--- src/rtl/pc_unit.sv ---
// Fetch-stage next-PC sequencer. It handles sequential increment, stall, redirect and halt.
// It also holds a circular return-address stack that predicts call/return targets.
module pc_unit #(
    parameter int               WIDTH    = 16,
    parameter int               INC      = 2,
    parameter logic [WIDTH-1:0] RESET_PC = '0,
    parameter int               DEPTH    = 4
) (
    input  logic             clk,
    input  logic             rst,
    input  logic             stall,
    input  logic             redirect_valid,
    input  logic [WIDTH-1:0] redirect_pc,
    input  logic             call,
    input  logic [WIDTH-1:0] call_target,
    input  logic             ret,
    input  logic             halt,
    output logic [WIDTH-1:0] pc,
    output logic [WIDTH-1:0] pc_plus,
    output logic             halted,
    output logic             ras_empty,
    output logic             ras_full,
    output logic             ras_underflow
);

    localparam int PW = $clog2(DEPTH);
    localparam int CW = PW + 1;
    localparam logic [CW-1:0] FULL_CNT = CW'(DEPTH);

    typedef enum logic {RUN, HALTED} state_t;

    state_t           state, state_nxt;
    logic [WIDTH-1:0] pc_nxt;
    logic [WIDTH-1:0] ras_mem [DEPTH];
    logic [PW-1:0]    top;
    logic [PW-1:0]    top_inc;
    logic [CW-1:0]    count;
    logic             push, replace, pop, uf_nxt;

    function automatic logic [WIDTH-1:0] wrap_add(input logic [WIDTH-1:0] a);
        return a + WIDTH'(INC);
    endfunction

    assign pc_plus   = wrap_add(pc);
    assign top_inc   = top + 1'b1;
    assign halted    = (state == HALTED);
    assign ras_empty = (count == '0);
    assign ras_full  = (count == FULL_CNT);

    always_comb begin
        state_nxt = state;
        pc_nxt    = pc;
        push      = 1'b0;
        replace   = 1'b0;
        pop       = 1'b0;
        uf_nxt    = 1'b0;
        case (state)
            RUN: begin
                if (redirect_valid) begin
                    pc_nxt = redirect_pc;
                end else if (!stall) begin
                    if (halt) begin
                        state_nxt = HALTED;
                    end else if (call && ret) begin
                        // Tail call: the new return address supersedes the top entry.
                        pc_nxt = call_target;
                        if (ras_empty) push = 1'b1;
                        else           replace = 1'b1;
                    end else if (call) begin
                        pc_nxt = call_target;
                        push   = 1'b1;
                    end else if (ret) begin
                        if (!ras_empty) begin
                            pc_nxt = ras_mem[top];
                            pop    = 1'b1;
                        end else begin
                            pc_nxt = pc_plus;
                            uf_nxt = 1'b1;
                        end
                    end else begin
                        pc_nxt = pc_plus;
                    end
                end
            end
            HALTED: begin
                if (redirect_valid) begin
                    pc_nxt    = redirect_pc;
                    state_nxt = RUN;
                end
            end
            default: state_nxt = RUN;
        endcase
    end

    always_ff @(posedge clk) begin
        if (rst) begin
            state         <= RUN;
            pc            <= RESET_PC;
            top           <= '0;
            count         <= '0;
            ras_underflow <= 1'b0;
        end else begin
            state         <= state_nxt;
            pc            <= pc_nxt;
            ras_underflow <= uf_nxt;
            if (push) begin
                // A push while full overwrites the oldest entry, so count saturates.
                top <= top_inc;
                if (count != FULL_CNT) count <= count + 1'b1;
            end else if (pop) begin
                top   <= top - 1'b1;
                count <= count - 1'b1;
            end
        end
    end

    always_ff @(posedge clk) begin
        if (!rst) begin
            if (push)         ras_mem[top_inc] <= pc_plus;
            else if (replace) ras_mem[top]     <= pc_plus;
        end
    end

endmodule

--- config.mk ---
export PLATFORM = sky130hd
export DESIGN_NAME = pc_unit
export DESIGN_NICKNAME = d
export VERILOG_FILES = /design/src/rtl/pc_unit.sv
export SDC_FILE = /design/constraint.sdc
export NUM_CORES = 1
export LEC_CHECK = 0
export ABC_CLOCK_PERIOD_IN_PS = 2620
export BUFFER_PORTS_ARGS = -buffer_cell sky130_fd_sc_hd__clkbuf_2
export CORE_UTILIZATION = 51
export CTS_BUF_LIST = sky130_fd_sc_hd__clkbuf_8
export DETAILED_ROUTE_END_ITERATION = 8
export HOLD_SLACK_MARGIN = 0.1
export PLACE_DENSITY = 0.77
export SYNTH_ARGS = -nofsm -noshare
export SYNTH_HDL_FRONTEND = slang
export SYNTH_SLANG_ARGS = --single-unit
--- constraint.sdc ---
create_clock -name clk -period 2.62 [get_ports clk]
set_input_delay 0.262 -clock clk [delete_from_list [all_inputs] [get_ports clk]]
set_output_delay 0.262 -clock clk [all_outputs]
set_load 0.03 [all_outputs]
==> qor.yml <==
grt:
  grt_pass1_wl_mm: 16.48
  grt_pass1_vias: 3053
  grt_start_max_net_pins: 26
  antenna_found_initial: 0
  track_usage: 0.2584
  overflow: 0
power:
  ir_drop_mv: 0.3180
  p_leak_nw: 1.956
  powerDensity_mw_per_mm2: 588.0
run:
  drv_cap: 0
route:
  routed_wl_mm: 10.79
  first_pass_iters: 5
  drt_iter0_drc: 248
  avgViaCountPerCell: 6.113
  wl_per_cell_um: 19.94
  postRouteAntennaNets: 0
  drc: 0
  vias: 3307
placed_design:
  hpwl_mm: 7.706
  port_buffers: 74
  place_area_mm2: 0.004830
  gp_congestion: 0.9107
  preCtsSetupSlack_ns: 0.2690
timing:
  slew_headroom: 0.4560
  clock.fmax_mhz: 391.7
  skew_ns: 0.007670
  timing_hold_violations_final: 0
  finalMaxSlewViolations: 0
  tns_ns: 0
  tightest_slew_ns: 0.8129
  timing.final.crit_share: 0.9744
  post-route-min-period_ns: 2.553
  holdWs_ns: 0.1351
  layout_setup_ws_ns: 0.06696
  setup_viol: 0
  grt_setup_unrepaired: "yes"
clock_tree:
  clockBufferDepth: 2
  cts_max_level: 3
  cts-root-buf: "clkbuf_8"
  cts_made_buffers: 9
  clkSinkCount: 89
  worstSkewPairLatency_ns: 0.36
  hold_buffers: 0
  clk_pin_slew_ns: 0.08
  cts_tree: "built"
yosys:
  syn-num-nets: 383
  synthDistinctLibCells: 58
  synth_flop_cell: "edfxtp_1"
  ys_seq_area_frac: 0.5651
  avgSynthCellArea_um2: 12.53
  synthArstFlopShare: 0
  synth_warnings: 0
  synth_cells: 342
  ys_ff_latch: 89
  synth-edff-count: 64
  synthesis.area_mm2: 0.004287
floorplan:
  die_y_um: 93.68
  start_util: 0.5243
  coreArea_mm2: 0.008175
  num_rows: 33
  die-area_mm2: 0.008776
  ios: 75
  die_w_um: 93.68
setup_path:
  worstPathRequired_ns: 2.36
  path_cells: "ha_1 > nand4_1 > buf_4 > nor3_1 > xnor2_2 > buf_2"
  critPathMaxFanout: 6
  slowest_delay_ns: 0.42
  cp-start-kind: "register"
  crit_type: "reg -> out"
  crit_slowest_cell: "dfxtp_1"
  cp-end-kind: "primary output"
  arrival_ns: 2.29
  r2r_cells: 9
status:
  status: "complete, no violations"
cells_and_area:
  utilization: 0.6284
  fillers: 653
  n_antenna_cell: 0
  seq_area_mm2: 0.002424
  nNetsFinal: 473
  drive_gt1_frac: 0.3142
  fin_area_mm2: 0.005137
  multiInputGateArea_mm2: 0.001747
  area_delta_synth_final_pct: 19.85
min_path:
  hold_path.class: "in -> reg"
  whs_path_depth: 3
-- Yosys cell counts (all sizes together), types with 6 or more instances --
cell type	instances	area, um^2
xor2	6	52.55
nand3	12	60.06
o21ai	9	45.04
nor2	27	101.4
inv	12	45.04
xnor2	12	105.1
a21oi	23	115.1
dfxtp	25	500.5
buf	11	80.07
clkbuf	12	48.79
and3	8	50.05
nor3	11	65.06
edfxtp	64	1922
o22ai	7	43.79
nand2	25	93.84
mux4	16	416.7
-- state kept, by name, summed over array words and instances (netlist names), named ones only --
name	count
top	2
pc	16
ras_underflow	1
halted	1
count	3
ras_mem	64
-- final cells by class --
| type | instances | share of cell area |
|---|---|---|
| sequential | 89 | 0.4717 |
| tap | 105 | 0.02557 |
| clock inverter | 6 | 0.01632 |
| inverter | 12 | 0.008768 |
| clock buffer | 9 | 0.02411 |
| timing repair buffer | 102 | 0.1135 |
| multi-input combinational | 218 | 0.3400 |
-- final timing paths --
check | slack (ns) | end | start
setup / recovery | 0.07 | pc_plus[13] | pc[2]
hold reg to reg | 0.57 | ras_mem[1][0] | pc[0]
hold / removal | 0.14 | pc[0] | redirect_pc[0]
setup reg to reg | 0.29 | count[2] | halted
-- stage by stage --
stage | total power [mW] | cells
final | 3.021 | 541
after CTS | 3.017 | 535
after detailed placement | 2.036 | 520
after global placement | 2.026 | 520
after floorplan | 1.892 | 342
after global routing | 3.129 | 541
-- power by group --
part / switching (mW) / total [mW] / internal [mW]
combinational: 0.281 / 0.439 / 0.159
clock: 0.464 / 0.990 / 0.526
sequential: 0.0454 / 1.59 / 1.55
total: 0.790 / 3.02 / 2.23
-- routing by layer --
metal / global-route usage / share of wire / wire, um / vias to the layer above
li1: - / - / - / 1502
met4: 0.1090 / 0.022 / 236 / 0
met3: 0.04369 / 0.053 / 570 / 23
met1: 0.3566 / 0.44 / 4745 / 1646
met2: 0.4057 / 0.49 / 5237 / 136
met5: 0 / 0 / 0 / -
-- what timing repair did --
action	4_1_cts	5_1_grt
setup endpoints to repair	2	6
pin swaps	0	4
setup buffers	0	6
cloned	0	0
resized for setup	3	11
-- worst max-delay path: cells and delay by family (launching register included) --
family	cells	cell delay, ns
buffers and inverters	2	0.50
DFF	1	0.42
and+or+nand+nor	2	0.54
adders and majority gates	1	0.25
xor gates and xnor gates	1	0.23
-- kinds of logic after synthesis --
| kind of cell | after synthesis | synth area share |
|---|---|---|
| adder cells (fa/ha/maj) | 2 | 0.007589 |
| multiplexers | 18 | 0.1019 |
| XOR/XNOR | 18 | 0.03678 |
| flip-flops | 89 | 0.5651 |
| AO/OA/AOI/OAI | 74 | 0.1229 |
| buffers and inverters | 35 | 0.04057 |
| AND/OR/NAND/NOR | 106 | 0.1252 |
-- layout by cell type (no fill, tap or decap), types with 3 or more instances in the layout --
cell / Yosys / routed
clkbuf_2: 3 / 70
edfxtp_1: 64 / 64
buf_4: 2 / 28
nor2_1: 27 / 26
nand2_1: 25 / 25
dfxtp_1: 25 / 24
a21oi_1: 23 / 23
mux4_1: 15 / 15
nand3_1: 12 / 12
inv_1: 12 / 12
xnor2_1: 12 / 9
o21ai_0: 9 / 9
clkbuf_8: 0 / 9
nor3_1: 9 / 8
and3_1: 8 / 8
o22ai_1: 7 / 7
or3_1: 4 / 4
nand4_1: 4 / 4
xor2_1: 6 / 4
a211oi_1: 4 / 4
xnor2_2: 0 / 3
nor3_2: 2 / 3
and4_1: 3 / 3
a311oi_1: 3 / 3
o21a_1: 3 / 3
o221ai_1: 3 / 3
buf_2: 6 / 3
(Power assumes the default switching activity.)
